`src/rtl/cache_ctrl_4way.sv`:
```
// cache_ctrl_4way: control FSM for a 4-way set-associative L1 cache.
// It sequences tag check, dirty-victim writeback and line allocation, and keeps
// a 3-bit tree pseudo-LRU per set. The datapath owns the arrays and muxes; this
// block steers them through way_sel / way_load and the select lines.
module cache_ctrl_4way #(
    parameter int NUM_SETS = 8,
    parameter int IDX_W    = 3
) (
    input  logic             clk,
    input  logic             rst_n,
    input  logic             mem_read,
    input  logic             mem_write,
    input  logic [IDX_W-1:0] set_idx,
    input  logic [3:0]       hit,
    input  logic [3:0]       valid,
    input  logic [3:0]       dirty,
    input  logic             pmem_resp,
    output logic             mem_resp,
    output logic             pmem_read,
    output logic             pmem_write,
    output logic             pmem_addr_sel,
    output logic [3:0]       way_sel,
    output logic [3:0]       way_load,
    output logic             data_in_sel,
    output logic             dirty_set
);

    typedef enum logic [1:0] {
        IDLE,
        CHECK,
        WRITEBACK,
        ALLOCATE
    } state_e;

    state_e     state_q;
    logic [1:0] victim_q;
    logic [1:0] victim_d;
    logic [2:0] plru_q [NUM_SETS];

    logic       req;
    logic       isWrite;
    logic       anyHit;
    logic       allValid;
    logic [1:0] hitWay;
    logic [1:0] freeWay;
    logic [1:0] plruVictim;
    logic [2:0] plruCur;
    logic [2:0] plruNext;

    function automatic logic [3:0] oneHot(input logic [1:0] w);
        return 4'b0001 << w;
    endfunction

    // A simultaneous read and write is handled as a write.
    assign req      = mem_read | mem_write;
    assign isWrite  = mem_write;
    assign anyHit   = |hit;
    assign allValid = &valid;
    assign plruCur  = plru_q[set_idx];

    // Hit way uses hit[3] priority so it agrees with the datapath's selector.
    always_comb begin
        hitWay = 2'd0;
        if (hit[3]) begin
            hitWay = 2'd3;
        end else if (hit[2]) begin
            hitWay = 2'd2;
        end else if (hit[1]) begin
            hitWay = 2'd1;
        end
    end

    // Victim choice: lowest invalid way first, otherwise follow the PLRU tree.
    always_comb begin
        freeWay = 2'd0;
        for (int i = 3; i >= 0; i--) begin
            if (!valid[i]) begin
                freeWay = 2'(i);
            end
        end
        plruVictim = plruCur[0] ? {1'b1, plruCur[2]} : {1'b0, plruCur[1]};
        victim_d   = allValid ? plruVictim : freeWay;
    end

    // PLRU update for an access to the hit way: point the tree away from it.
    always_comb begin
        plruNext = plruCur;
        if (!hitWay[1]) begin
            plruNext[0] = 1'b1;
            plruNext[1] = ~hitWay[0];
        end else begin
            plruNext[0] = 1'b0;
            plruNext[2] = ~hitWay[0];
        end
    end

    // Controller state, registered victim and per-set PLRU bits.
    always_ff @(posedge clk or negedge rst_n) begin
        if (!rst_n) begin
            state_q  <= IDLE;
            victim_q <= 2'd0;
            for (int s = 0; s < NUM_SETS; s++) begin
                plru_q[s] <= 3'b000;
            end
        end else begin
            case (state_q)
                IDLE: begin
                    if (req) begin
                        state_q <= CHECK;
                    end
                end
                CHECK: begin
                    if (anyHit) begin
                        plru_q[set_idx] <= plruNext;
                        state_q         <= IDLE;
                    end else begin
                        victim_q <= victim_d;
                        state_q  <= dirty[victim_d] ? WRITEBACK : ALLOCATE;
                    end
                end
                WRITEBACK: begin
                    if (pmem_resp) begin
                        state_q <= ALLOCATE;
                    end
                end
                ALLOCATE: begin
                    if (pmem_resp) begin
                        state_q <= CHECK;
                    end
                end
                default: begin
                    state_q <= IDLE;
                end
            endcase
        end
    end

    // Output decode from the current state; the pmem requests are pure state
    // decodes so an asynchronous reset removes them immediately.
    always_comb begin
        mem_resp      = 1'b0;
        pmem_read     = 1'b0;
        pmem_write    = 1'b0;
        pmem_addr_sel = 1'b0;
        way_sel       = 4'b0000;
        way_load      = 4'b0000;
        data_in_sel   = 1'b0;
        dirty_set     = 1'b0;
        case (state_q)
            CHECK: begin
                if (anyHit) begin
                    mem_resp = 1'b1;
                    way_sel  = oneHot(hitWay);
                    if (isWrite) begin
                        way_load    = oneHot(hitWay);
                        dirty_set   = 1'b1;
                        data_in_sel = 1'b0;
                    end
                end
            end
            WRITEBACK: begin
                pmem_write    = 1'b1;
                pmem_addr_sel = 1'b1;
                way_sel       = oneHot(victim_q);
            end
            ALLOCATE: begin
                pmem_read     = 1'b1;
                pmem_addr_sel = 1'b0;
                if (pmem_resp) begin
                    way_load    = oneHot(victim_q);
                    data_in_sel = 1'b1;
                    dirty_set   = 1'b0;
                end
            end
            default: begin
            end
        endcase
    end

endmodule

```
`config.mk`:
```
export PLATFORM = sky130hd
export DESIGN_NAME = cache_ctrl_4way
export DESIGN_NICKNAME = d
export VERILOG_FILES = /design/src/rtl/cache_ctrl_4way.sv
export SDC_FILE = /design/constraint.sdc
export NUM_CORES = 1
export LEC_CHECK = 0
export BUFFER_PORTS_ARGS = -buffer_cell sky130_fd_sc_hd__buf_2
export CORE_UTILIZATION = 50
export DETAILED_ROUTE_END_ITERATION = 6
export PLACE_DENSITY = 0.72
export SETUP_SLACK_MARGIN = 0.5
export SYNTH_ARGS = -nofsm -noshare
export SYNTH_HDL_FRONTEND = slang
export SYNTH_SLANG_ARGS = --single-unit
```
`constraint.sdc`:
```
create_clock -name clk -period 2.35 [get_ports clk]
set_clock_uncertainty 0.05 [all_clocks]
set_input_delay 0.47 -clock clk [delete_from_list [all_inputs] [get_ports clk]]
set_output_delay 0.47 -clock clk [all_outputs]
set_load 0.01 [all_outputs]
```
### Word-level counts from Yosys, hierarchy flattened

Index checks and enable logic that the tools add are counted.

* $lt $le $gt $ge: 3
* eq/ne operators: 6
* shift operators: 2
* multiplexer cells: 41
* bitwise gates (word level): 4
* reductions and logical operators: 7

Operators with widths (number)
* $bwmux W24: 1
* $mux W2: 12
* $mux W4: 4
* $pmux W4 S2: 2
* $mux W1: 15
* $bmux W3 S3: 1
* $demux W3 S3: 1
* $mux W3: 3
* $pmux W2 S4: 1
* $shl A1 B2 Y4 const A: 2
* $ne A2 B2 Y1 const B: 3
* $eq A2 B2 Y1 const B: 2
* $ge A4 B4 Y1 const B: 1
* $lt A4 B1 Y1 const B: 1
* $not A3 Y4: 1
* $reduce_and A2 Y1: 2
* $reduce_and A4 Y1: 1
* $reduce_or A4 Y1: 1
* $lt A2 B3 Y1 const B: 1
* $reduce_and A3 Y1: 1
* $bmux W1 S2: 1
* $eq A2 B1 Y1 const B: 1
* $logic_not A2 Y1: 1
* $not A1 Y1: 2
* 2 further kinds: 2

* register bits: 28
* output and inout bits: 14
* logic and storage cells: 73

### Depth between registers and ports, before layout

Gate-level depths: netlist of the first run.

* word-level depth: 11
* depth in mapped cells: 8

### Worst setup path before layout of the first run

OpenSTA, ideal clock, no wires.

* kind: register to register
* from: reg state_q[1]
* to: reg plru_q[10] (netlist name)
* library setup time: 125 ps
* arrival: 1829 ps
* slack: 347 ps
* stages on the path, launching flop included: 7
* cells stage by stage: dfrtp_1 inv_1 ha_1 a21boi_2 nand2b_1 nor3b_1 mux2_2

* longest elaborated chain between the ends: 2

Ends and longest elaborated chain
* start: declaration: RTL line 35 `state_e state_q;`
* start signal: assignment: RTL line 118 `state_q <= dirty[victim_d] ? WRITEBACK : ALLOCATE;`
* $eq A2 B1 Y1: RTL line 106 `case (state_q)`
* $reduce_and A2 Y1 (no line)
* end signal: indexed assignment: RTL line 114 `plru_q[set_idx] <= plruNext;`
* end: declaration: RTL line 38 `logic [2:0] plru_q [NUM_SETS];`

Every way passes these cells.
A chain may end at the register's enable or synchronous reset.

### Final worst setup path of the first run

* from: reg state_q[0]
* to: out way_load[1]

* longest elaborated chain between the ends: 2
* elaborated cells on any way between the ends: 3
* classes of those cells: 2 x eq/ne; 1 x mux

Ends and longest elaborated chain
* $eq A2 B2 Y1 / $eq A2 B1 Y1 (equally long branches): RTL line 149 `case (state_q)`
* $pmux W4 S2 *: RTL line 149
* end: declaration: RTL line 23 `output logic [3:0] way_load,`

Mark *: on every way between the ends. The rest lies on a longest branch, timed or not.

==> summary.txt, run 1 <==
Yosys
  – Mapped cell area: approximately 0.0017 mm^2
  – Synthesized Nets: roughly 180
  – Ys async rst share: 100%
  – Synthesized area per cell: between 10 and 15 um^2
  – Post-synth cell types: 39
  – Yosys Warn Count: 0
  – Synth Register Bits: 28
  – Seq/Total Area, Yosys: approximately two fifths
  – Ys flop type: dfrtp_1
  – Gate count after technology mapping: 160
  – Post-synth EDFFs: 0

STA
  – Setup WS post-layout: between 0.2 and 0.25 ns
  – Final setup viols: 0
  – Final hold violation count: 0
  – Max Clk Rate: between 0.4 and 0.5 GHz
  – Headroom to the max-slew limit: between 50 and 60%
  – Final period utilization: roughly nine tenths
  – Worst-Margin Slew: approximately 0.61 ns
  – Pins Over Slew Limit: 0
  – RSZ-0062 raised after global routing: true
  – Final min period: 2.14 ns
  – Setup TNS: 0 ns

Floorplan
  – Initial Util: a little over half
  – Die area: 0.00372 mm^2
  – Die extent in y: about 61 um
  – Core area: roughly 0.0033 mm^2
  – Chip width: a little over 60 um
  – Io pins: 34
  – # rows: 21

Run status
  – Status: finished clean

Layout
  – Diode count: 0
  – Layout area overhead: 33.3%
  – Share of cells above drive strength 1: 57.5%
  – Nets: 225

Worst setup path
  – Slowest cell on the critical path: dfrtp_2
  – Worst Path Required: approximately 1.8 ns
  – Worst-path maximum fanout: 3
  – FF-to-FF path depth: 7
  – Worst setup path start: state_q[0]$_DFFE_PN0P_
  – CP Capture Type: primary output
  – CP peak stage delay: 0.47 ns
  – Arrival @ worst endpoint: between 1.5 and 2 ns
  – CP Launch Type: flop
  – Reg-to-reg endpoint: plru_q[17]$_DFFE_PN0P_
  – Worst Setup EP: way_load[1]
  – CP Cell Sequence: ha_4 -> a21boi_4 -> nand2_2 -> inv_2 -> a32o_2 -> buf_6
  – R2R setup slack: around 0.43 ns
  – WS Path Type: flop to primary output
  – Worst r2r src: state_q[1]$_DFFE_PN0P_

Placement
  – PortBufs: 33
  – Post-DP HPWL: 2.75 mm
  – GPL Wtd Cong: a little over 0.8
  – Worst slack, placed: about 0.13 ns

Route
  – Post-route ant nets: 0
  – Vias: around 1,400
  – Post-DR wirelength/cell: 16.9 um
  – First-pass iteration count of the detailed router: 4
  – Post-DR vias/cell: about 5.8
  – # DRC: 0
  – First DRT Iteration DRCs: 148
  – Total wire length: about 4.2 mm

Clocking
  – CTS tree: done
  – TritonCTS buffer count: 3
  – CTS root buffer: clkbuf_4
  – Clk_lat worst skew: 0.32 ns
  – H-tree levels: 1
  – CTS Buffer Depth: 2
  – Clk pin slew, worst setup/hold paths: 0.14 ns
  – CTS sink cnt: 28

Global route
  – All-layer global routing usage: approximately 22%
  – Remaining global-route overflow: 0
  – Vias in the first global route: around 1,300
  – Largest net degree at the start of global routing: 29
  – First-pass GRT wire length: between 5 and 6 mm
  – Initial antenna violation count: 0

Hold path
  – Worst hold path class: primary input to async pin

Power and ir drop
  – Pwr dens: 904 mW/mm^2
  – Max rail drop VDD: 0.000491 V
  – Static leakage: 1.04 nW

Flow run
  – Max cap viols: 0
-- sequential cells by signal, summed over array words and instances (netlist names) --
signal    flops
plru_q       24
state_q       2
victim_q      2
-- Yosys cell counts (3+ instances only) --
master	instances	share of area (%)
dfrtp_1	28	40
mux2_2	27	17
nand2_1	11	2.4
nor2_1	11	2.4
inv_1	8	1.7
nand3_1	6	1.7
nor2b_1	6	2.2
o21ai_0	6	1.7
mux2i_1	5	2.9
ha_1	4	2.9
nand3b_1	4	1.7
a32oi_1	3	1.5
mux4_2	3	3.9
nand2b_1	3	1.1
-- per-layer routing --
metal | GRT usage [%] | share of wire (%) | up-vias
met5 | 0 | 0 | -
met4 | 5.84 | 0.50 | 0
met3 | 1.92 | 2.9 | 2
met2 | 39.1 | 53 | 41
met1 | 28.5 | 43 | 708
li1 | - | - | 664
-- timing repair --
| item | in CTS | in global routing |
|---|---|---|
| buffers inserted | 7 | 1 |
| pin swaps | 10 | 8 |
| hold buffers | 0 | 0 |
| gates resized for setup | 32 | 22 |
| setup endpoints to repair | 37 | 37 |
-- worst max-delay path, delay by kind of cell (launching register included) --
family / cells / cell delay, ns
buf+inv: 2 / 0.16
compound gates: 2 / 0.38
simple gates: 1 / 0.11
flops: 1 / 0.47
fa+ha+maj: 1 / 0.18
-- cells by family (layout without fill, tap and decap cells) --
kind of cell	Yosys count	count (layout)	share of synthesized area, %
AND/OR/NAND/NOR	51	51	15.3
multiplexers	36	36	25.8
flip-flops	28	28	40.3
adder cells (fa/ha/maj)	4	4	2.88
AO/OA/AOI/OAI	26	26	11.6
buffers and inverters	15	55	4.24
-- where the power goes --
part / internal, mW / leakage [nW] / switching, mW / total, mW
combinational: 0.574 / 0.660 / 0.449 / 1.02
clock: 0.0947 / 0.0210 / 0.134 / 0.228
sequential: 0.691 / 0.360 / 0.154 / 0.845
-- area by class of cell --
type	count	area (um^2)
clock buffers	4	36.3
multi-input cells	117	1210
repair buffers	43	285
flip-flops and latches	28	702
fillers	236	1020
well taps	46	57.6
inverters	8	30.0
-- placed cells by master, fill, tap and decap left out, types with 5 or more instances in the layout --
| master | n |
|---|---|
| buf_2 | 27 |
| buf_4 | 8 |
| buf_6 | 8 |
| dfrtp_1 | 27 |
| mux2_2 | 20 |
| mux2_4 | 7 |
| nand2_1 | 9 |
| nor2_1 | 7 |
| nor2b_1 | 5 |
| o21ai_0 | 5 |
-- worst min-delay path by stage --
stage / slack, ns / cells past startpoint / startpoint / to
final: 0.08 / 1 / rst_n / plru_q[4]$_DFFE_PN0P_
after global routing: 0.10 / 1 / rst_n / plru_q[3]$_DFFE_PN0P_
after CTS: 0.09 / 1 / rst_n / plru_q[21]$_DFFE_PN0P_
after detailed placement: 0.44 / 1 / plru_q[2]$_DFFE_PN0P_ / plru_q[2]$_DFFE_PN0P_
after global placement: 0.44 / 1 / plru_q[8]$_DFFE_PN0P_ / plru_q[8]$_DFFE_PN0P_
after floorplan: 0.12 / 0 / rst_n / plru_q[0]$_DFFE_PN0P_
-- through the flow --
step	cell area [um^2]	instances	hold WS (ns)	power, mW	utilization (%)
floorplan	1790	160	0.124	1.38	-
global placement	1970	234	0.436	1.56	59.1
detailed placement	1970	234	0.439	1.59	59.1
CTS	2200	245	0.0912	1.97	66.0
global route	2320	246	0.101	2.22	69.5
finish	2320	246	0.0785	2.10	69.5
Power figures use the tool's default switching activity.
==> run 2: changes to the inputs <==
--- a/config.mk
+++ b/config.mk
@@ -10,6 +10,7 @@
 export DETAILED_ROUTE_END_ITERATION = 6
 export PLACE_DENSITY = 0.72
 export SETUP_SLACK_MARGIN = 0.5
+export SLEW_MARGIN = 10
 export SYNTH_ARGS = -nofsm -noshare
 export SYNTH_HDL_FRONTEND = slang
 export SYNTH_SLANG_ARGS = --single-unit
==> constraint.sdc (replaced) <==
create_clock -name clk -period 2.6 [get_ports clk]
set_clock_uncertainty 0.05 [all_clocks]
set_input_delay 0.52 -clock clk [delete_from_list [all_inputs] [get_ports clk]]
set_output_delay 0.52 -clock clk [all_outputs]
set_load 0.01 [all_outputs]
==> run 2 against run 1 <==
  * Final cell count shrank 0.41%
  * Sequential cell count is the same
  * Clock power grew 26%
  * Routed wire length shrank 6.6%
  * Combinational power shrank 23%
  * Global-route usage grew 0.38 points
  * Hold slack gained 0.047 ns
  * Count of clock-buffer cells in the layout shrank 1
  * Via count shrank 0.28%
  * Setup slack gained 0.21 ns
  * Total power shrank 13%
  * Critical path type unchanged
  * Largest power group unchanged
  * Highest routed layer unchanged
==> summary.txt, run 2 (synthesis results as in run 1) <==
Run status
  – Status: finished clean

Layout
  – Nets: 224 (-0.44%)
  – Multi-input combinational cell area: 0.00105 mm^2 (-13%)
  – Number of flip-flops in the largest register: 24 (unchanged)
  – Storage element area: 702 um^2 (unchanged)
  – Largest Register: plru_q
  – Most common cell after layout, fill and taps aside: buf_2
  – Diode count: 0 (unchanged)
  – Share of cells above drive strength 1: 48.7% (-8.8 points)
  – Commonest cells after routing, fill and taps aside: 31 x buf_2, 27 x mux2_2, 27 x dfrtp_1, 11 x nor2_1, 9 x nand2_1
  – Filler cells: 264 (+12%)
  – Largest registers: plru_q: 24 flops, state_q: 2 flops, victim_q: 2 flops
  – Layout area overhead: 23.2%

STA
  – Setup TNS: 0 ns (unchanged)
  – Pins Over Slew Limit: 0 (unchanged)
  – Final period utilization: between 80% and 90%
  – RSZ-0062 raised after global routing: true
  – Final hold violation count: 0 (unchanged)
  – Worst-Margin Slew: 0.615 ns (+0.00306 ns)
  – Final setup viols: 0 (unchanged)
  – Headroom to the max-slew limit: 59.0% (+0.070 points)
  – Final min period: 2.19 ns
  – Max Clk Rate: 0.457 GHz

Flow run
  – Max cap viols: 0 (unchanged)

Route
  – Post-route ant nets: 0 (unchanged)
  – First DRT Iteration DRCs: 71 (-52%)
  – Post-DR vias/cell: 5.76 (+0.12%)
  – Vias: 1,411 (-0.28%)
  – First-pass iteration count of the detailed router: 4 (unchanged)
  – Total wire length: 3.88 mm (-6.6%)
  – # DRC: 0 (unchanged)
  – Post-DR wirelength/cell: 15.8 um (-6.3%)

Worst setup path
  – Worst Path Buf+Inv: 3 (+1)
  – Arrival @ worst endpoint: 1.62 ns (about the same)
  – Worst setup path start: state_q[1]$_DFFE_PN0P_
  – WS Path Type: flop to primary output
  – Slowest cell on the critical path: dfrtp_1
  – Top Family by Delay on Critical Path: flip-flops
  – Worst r2r src: state_q[1]$_DFFE_PN0P_
  – CP peak stage delay: 0.43 ns (-0.04 ns)
  – Worst Path Required: 2.03 ns (+0.20 ns)
  – Worst-path maximum fanout: 3 (unchanged)
  – CP Launch Type: flop
  – CP Cell Sequence: inv_2 -> ha_4 -> a21boi_4 -> buf_6 -> a22oi_2 -> nor2b_1 -> buf_2
  – CP Capture Type: primary output
  – R2R setup slack: 0.61 ns (+0.18 ns)

Power and ir drop
  – Tot Pwr: 1.82 mW (-13%)
  – Internal power: 1.22 mW (-10%)
  – Clock Power Share: 15.8% (+4.9 points)
  – Reg power frac: 41.2% (+0.9 points)
  – Sw frac: 33.2% (-1.9 points)
  – Pwr dens: 851 mW/mm^2 (-5.9%)
  – Switch Pwr: 0.605 mW (-18%)
  – Static leakage: 0.986 nW (-5.2%)
  – Power share of the combinational group: 43.0% (-5.8 points)
  – Max rail drop VDD: 0.000479 V (-2.4%)

Global route
  – Initial antenna violation count: 0 (unchanged)
  – First-pass GRT wire length: 6.09 mm (+2.9%)
  – All-layer global routing usage: 22.2% (+0.38 points)
  – Largest net degree at the start of global routing: 29 (unchanged)
  – Vias in the first global route: 1,366 (+7.1%)
  – Remaining global-route overflow: 0 (unchanged)

Clocking
  – Clk pin slew, worst setup/hold paths: 0.15 ns (about the same)
  – Post-CTS Hold Buffers: 0 (unchanged)
  – CTS Buffer Depth: 2 (unchanged)
  – TritonCTS buffer count: 3 (unchanged)
  – H-tree levels: 1 (unchanged)
  – Clk_lat worst skew: 0.33 ns (about the same)
  – CTS tree: done
  – CTS sink cnt: 28 (unchanged)
  – CTS root buffer: clkbuf_4

Floorplan
  – Initial Util: 52.1% (unchanged)
  – Die area: 0.00372 mm^2 (unchanged)
  – Io pins: 34 (unchanged)
  – # rows: 21 (unchanged)
  – Core area: 0.00334 mm^2 (unchanged)
  – Chip width: 61.0 um (unchanged)
  – Die extent in y: 61.0 um (unchanged)

Placement
  – Post-DP HPWL: 2.83 mm (+2.8%)
  – GPL Wtd Cong: 0.793 (-3.7%)
  – PortBufs: 33 (unchanged)

Hold path
  – Worst hold path class: primary input to async pin
-- run 2: stage by stage --
| stage | setup WS (ns) | hold slack [ns] | cells | utilization [%] | instance area [um^2] |
|---|---|---|---|---|---|
| floorplan | 0.553 | 0.174 | 160 | - | 1740 |
| global placement | 0.258 | 0.436 | 233 | 57.7 | 1930 |
| detailed placement | 0.213 | 0.443 | 233 | 57.7 | 1930 |
| CTS | 0.424 | 0.144 | 243 | 62.5 | 2080 |
| global route | 0.339 | 0.169 | 245 | 64.2 | 2140 |
| finish | 0.411 | 0.126 | 245 | 64.2 | 2140 |
-- run 2: final cells by class --
cell class | count | share of cell area [%]
repair buffers | 42 | 11.4
multi-input cells | 117 | 49.2
clock buffers | 3 | 1.05
flip-flops and latches | 28 | 32.8
well taps | 46 | 2.69
inverters | 8 | 1.40
clock inverters | 1 | 1.40
-- run 2: what timing repair did --
action | in CTS | in global routing
gates resized for setup | 14 | 12
buffers inserted | 6 | 2
endpoints found under the setup margin | 18 | 20
pin swaps | 5 | 4
-- run 2: final timing paths --
| check | cells past startpoint | to |
|---|---|---|
| max reg2reg | 7 | plru_q[9]$_DFFE_PN0P_ |
| max | 7 | way_sel[0] |
| min reg2reg | 1 | plru_q[6]$_DFFE_PN0P_ |
| min | 1 | plru_q[16]$_DFFE_PN0P_ |
| min in group clk | 1 | plru_q[6]$_DFFE_PN0P_ |
| max in group asynchronous | 1 | state_q[0]$_DFFE_PN0P_ |
-- run 2: worst register-to-register path: cells and delay by family, from the launching register on --
family	cells	cell delay, ns
DFF	1	0.43
buffers and inverters	2	0.23
AOI/OAI and AO/OA	1	0.21
muxes	1	0.38
adders and majority gates	1	0.13
and+or+nand+nor	2	0.47
-- run 2: power groups by stage --
stage	Clock [mW]	Combinational (mW)	Sequential [mW]
CTS	0.294	0.747	0.745
floorplan	0	0.502	0.705
global placement	0	0.625	0.735
finish	0.288	0.784	0.751
global route	0.309	0.859	0.778
detailed placement	0	0.652	0.753
-- run 2: layer usage --
layer / share of wire, % / GRT usage, % / up-vias
met2: 52 / 41.3 / 49
met1: 43 / 27.4 / 693
li1: - / - / 667
met5: 0 / 0 / -
met4: 0.57 / 6.17 / 0
met3: 4.7 / 2.35 / 2
==> run 3: changes to the inputs <==
--- a/config.mk
+++ b/config.mk
@@ -5,6 +5,7 @@
 export SDC_FILE = /design/constraint.sdc
 export NUM_CORES = 1
 export LEC_CHECK = 0
+export ABC_AREA = 1
 export BUFFER_PORTS_ARGS = -buffer_cell sky130_fd_sc_hd__buf_2
 export CORE_UTILIZATION = 50
 export DETAILED_ROUTE_END_ITERATION = 6
==> constraint.sdc (replaced) <==
create_clock -name clk -period 2.3 [get_ports clk]
set_clock_uncertainty 0.05 [all_clocks]
set_input_delay 0.46 -clock clk [delete_from_list [all_inputs] [get_ports clk]]
set_output_delay 0.46 -clock clk [all_outputs]
set_load 0.01 [all_outputs]
==> run 3 against run 2 <==
  * Hold slack got worse by 0.077 ns
  * Global-route usage rose by 0.46 points
  * Critical path depth is 2 higher
  * Register-to-register slack gained 0.04 ns
  * Non-clock buffer count increased by 1
  * First-iteration DRC count fell by 1.4%
  * Routed wire length down 0.26%
  * Clock power grew 14%
  * Count of clock-buffer cells in the layout unchanged
==> summary.txt, run 3 <==
Layout
  – Most common cell after layout, fill and taps aside: nand2_1
  – Layout area overhead: 26.1%
  – Number of flip-flops in the largest register: 24 (unchanged)
  – Filler cells: 310 (+17%)
  – Final Core Density: 65.7% (+1.5 points)
  – Commonest cells after routing, fill and taps aside: 81 x nand2_1, 39 x inv_1, 30 x buf_2, 28 x o21ai_0, 27 x dfrtp_1
  – Diode count: 0 (unchanged)
  – Share of cells above drive strength 1: 27.9% (-21 points)
  – Largest registers: plru_q: 24 flops, state_q: 2 flops, victim_q: 2 flops
  – Largest Register: plru_q
  – Nets: 323 (+44%)

Floorplan
  – Io pins: 34 (unchanged)
  – Die area: 0.00372 mm^2 (about the same)
  – # rows: 21 (unchanged)
  – Die extent in y: 61.0 um (about the same)
  – Chip width: 61.0 um (about the same)
  – Core area: 0.00334 mm^2 (unchanged)
  – Initial Util: 52.1% (about the same)

STA
  – Final setup viols: 0 (unchanged)
  – Final hold violation count: 0 (unchanged)
  – RSZ-0062 raised after global routing: true
  – Hold_ws: 0.0490 ns (-0.0767 ns)
  – Setup TNS: 0 ns (unchanged)
  – Headroom to the max-slew limit: 59.9% (+0.89 points)
  – Final period utilization: slightly below 90%
  – Max Clk Rate: slightly below 0.5 GHz
  – Worst-Margin Slew: 0.601 ns (-0.0133 ns)
  – Final min period: between 2 and 2.5 ns
  – Setup WS post-layout: 0.248 ns (-0.163 ns)
  – Pins Over Slew Limit: 0 (unchanged)

Flow run
  – Max cap viols: 0 (unchanged)

Route
  – First DRT Iteration DRCs: 70 (-1.4%)
  – Total wire length: 3.87 mm (-0.26%)
  – Post-DR vias/cell: 4.79 (-17%)
  – First-pass iteration count of the detailed router: 4 (unchanged)
  – Post-route ant nets: 0 (unchanged)
  – # DRC: 0 (unchanged)
  – Post-DR wirelength/cell: 11.3 um (-29%)
  – Vias: 1,648 (+17%)

Clocking
  – CTS Buffer Depth: 2 (unchanged)
  – H-tree levels: 1 (unchanged)
  – CTS tree: done
  – TritonCTS buffer count: 3 (unchanged)
  – Clk_lat worst skew: 0.34 ns (about the same)
  – CTS sink cnt: 28 (unchanged)
  – Post-CTS Hold Buffers: 0 (unchanged)
  – CTS root buffer: clkbuf_4
  – Clk pin slew, worst setup/hold paths: 0.16 ns (about the same)

Yosys
  – Synth Register Bits: 28 (unchanged)
  – Post-synth cell types: 22 (-44%)
  – Yosys Warn Count: 0 (unchanged)
  – Synthesized area per cell: 6.82 um^2 (-37%)
  – Seq/Total Area, Yosys: 40.3% (about the same)
  – Most frequent cell after synthesis: nand2_1
  – Area share of the largest cell type after synthesis: 40.3% (about the same)
  – Post-synth EDFFs: 0 (unchanged)
  – Largest area contributor in the netlist: dfrtp_1
  – Gate count after technology mapping: 255 (+59%)
  – Ys flop type: dfrtp_1
  – Post-synth top cells: 83 x nand2_1, 44 x inv_1, 28 x dfrtp_1, 28 x o21ai_0, 23 x nand3_1
  – Mapped cell area: 0.00174 mm^2 (about the same)
  – Synthesized Nets: 279 (+52%)
  – Area contributors post-synth: dfrtp_1 40%, nand2_1 18%, inv_1 9.5%, o21ai_0 8.1%, nand3_1 6.6%
  – Ys async rst share: 100% (unchanged)

Worst setup path
  – CP peak stage delay: 0.41 ns (-0.02 ns)
  – WS Path Type: flop to primary output
  – Worst Path Required: 1.79 ns (-0.24 ns)
  – Arrival @ worst endpoint: 1.54 ns (-0.08 ns)
  – CP Cell Sequence: inv_2 -> ha_4 -> inv_2 -> nor2_4 -> inv_2 -> nor2_4 -> inv_2 -> o32ai_2 -> buf_2
  – Worst-path maximum fanout: 3 (unchanged)
  – CP Launch Type: flop
  – R2R setup slack: 0.65 ns (+0.04 ns)
  – Slowest cell on the critical path: dfrtp_1
  – Crit path top cell by count: inv_2
  – CP Capture Type: primary output

Global route
  – Remaining global-route overflow: 0 (unchanged)
  – All-layer global routing usage: 22.7% (+0.46 points)
  – First-pass GRT wire length: 6.18 mm (+1.5%)
  – Largest net degree at the start of global routing: 29 (unchanged)
  – Vias in the first global route: 1,405 (+2.9%)
  – Initial antenna violation count: 0 (unchanged)

Run status
  – Status: finished clean

Placement
  – Post-DP HPWL: 2.84 mm (+0.46%)
  – Worst slack, placed: 0.188 ns (-0.0253 ns)
  – GPL Wtd Cong: 0.793 (about the same)
  – PortBufs: 33 (unchanged)

Hold path
  – Worst hold path class: primary input to async pin

Power and ir drop
  – Reg power frac: 42.1% (+0.9 points)
  – Max rail drop VDD: 0.000483 V (+0.80%)
  – Clock Power Share: 16.1% (+0.3 points)
  – Pwr dens: 926 mW/mm^2 (+8.8%)
  – Tot Pwr: 2.03 mW (+11%)
  – Static leakage: 1.16 nW (+18%)
  – Internal power: 1.24 mW (+1.6%)
  – Sw frac: 39.1% (+5.9 points)
  – Switch Pwr: 0.794 mW (+31%)
  – Power share of the combinational group: 41.7% (-1.3 points)
[run 3: changes by cell type in the layout (fill, tap and decap cells not counted), sizes merged, moves of 3 or more]
cell	change
a21oi	+5
nand2b	-3
a32oi	-3
mux2	-27
nand2	+73
nor2b	-6
o21ai	+22
mux2i	-5
nor2	+9
inv	+42
nand3b	-4
mux4	-4
nand3	+17
[run 3: through the flow]
stage | cell area [um^2] | cells
floorplan | 1780 | 255
global placement | 1990 | 332
detailed placement | 1990 | 332
CTS | 2170 | 344
global route | 2190 | 344
finish | 2190 | 344
[run 3: worst paths after layout]
check	startpoint	endpoint	cells after the start
setup / recovery	state_q[1]$_DFFE_PN0P_	way_load[1]	9
hold / removal	rst_n	plru_q[23]$_DFFE_PN0P_	1
setup reg to reg	state_q[1]$_DFFE_PN0P_	plru_q[1]$_DFFE_PN0P_	10
hold reg to reg	plru_q[12]$_DFFE_PN0P_	plru_q[12]$_DFFE_PN0P_	2
max in group asynchronous	rst_n	state_q[0]$_DFFE_PN0P_	1
min in group clk	valid[2]	victim_q[1]$_DFFE_PN0P_	4
[run 3: power groups by stage]
stage                     Sequential, mW  Clock, mW  Combinational, mW
after floorplan                    0.825          0              0.558
after global placement             0.859          0              0.718
after detailed placement           0.855          0              0.739
after CTS                          0.852      0.336              0.838
after global routing               0.884      0.351              0.990
final                              0.855      0.328              0.847
[run 3: cell families (layout without fill, tap and decap cells)]
group           count (synthesis)  in the layout  share of synthesized area [%]
buf+inv                        54             97                           12.5
flops                          28             28                           40.3
fa+ha+maj                       4              4                           2.88
compound gates                 41             41                           13.0
simple gates                  128            128                           31.2
[run 3: area by class of cell]
| cell class | instances | area, um^2 | area share (%) |
|---|---|---|---|
| sequential | 28 | 702 | 32.0 |
| clock buffer | 3 | 22.5 | 1.03 |
| multi-input combinational | 173 | 935 | 42.6 |
| timing repair buffer | 43 | 255 | 11.6 |
| inverter | 50 | 190 | 8.68 |
| clock inverter | 1 | 30.0 | 1.37 |
| tap | 46 | 57.6 | 2.63 |
[run 3: per-layer routing]
metal | track usage (%) | share of wire, % | wire length, um | vias up
li1 | - | - | - | 875
met1 | 31.1 | 48 | 1880 | 733
met2 | 36.9 | 46 | 1780 | 33
met3 | 4.69 | 4.8 | 184 | 7
met4 | 5.52 | 0.98 | 38 | 0
met5 | 0 | 0 | 0 | -
[run 3: critical path, delay by kind of cell (launching register included)]
family,cells,cell delay (ns)
flip-flops,1,0.41
buffers and inverters,5,0.39
AND/OR/NAND/NOR,2,0.19
adder cells (fa/ha/maj),1,0.13
AO/OA/AOI/OAI,1,0.08
[run 3: repair_timing]
item	in CTS	in global routing
endpoints found under the hold margin	0	0
pin swaps	4	2
resized for setup	16	6
setup endpoints to repair	13	16
setup buffers	8	0
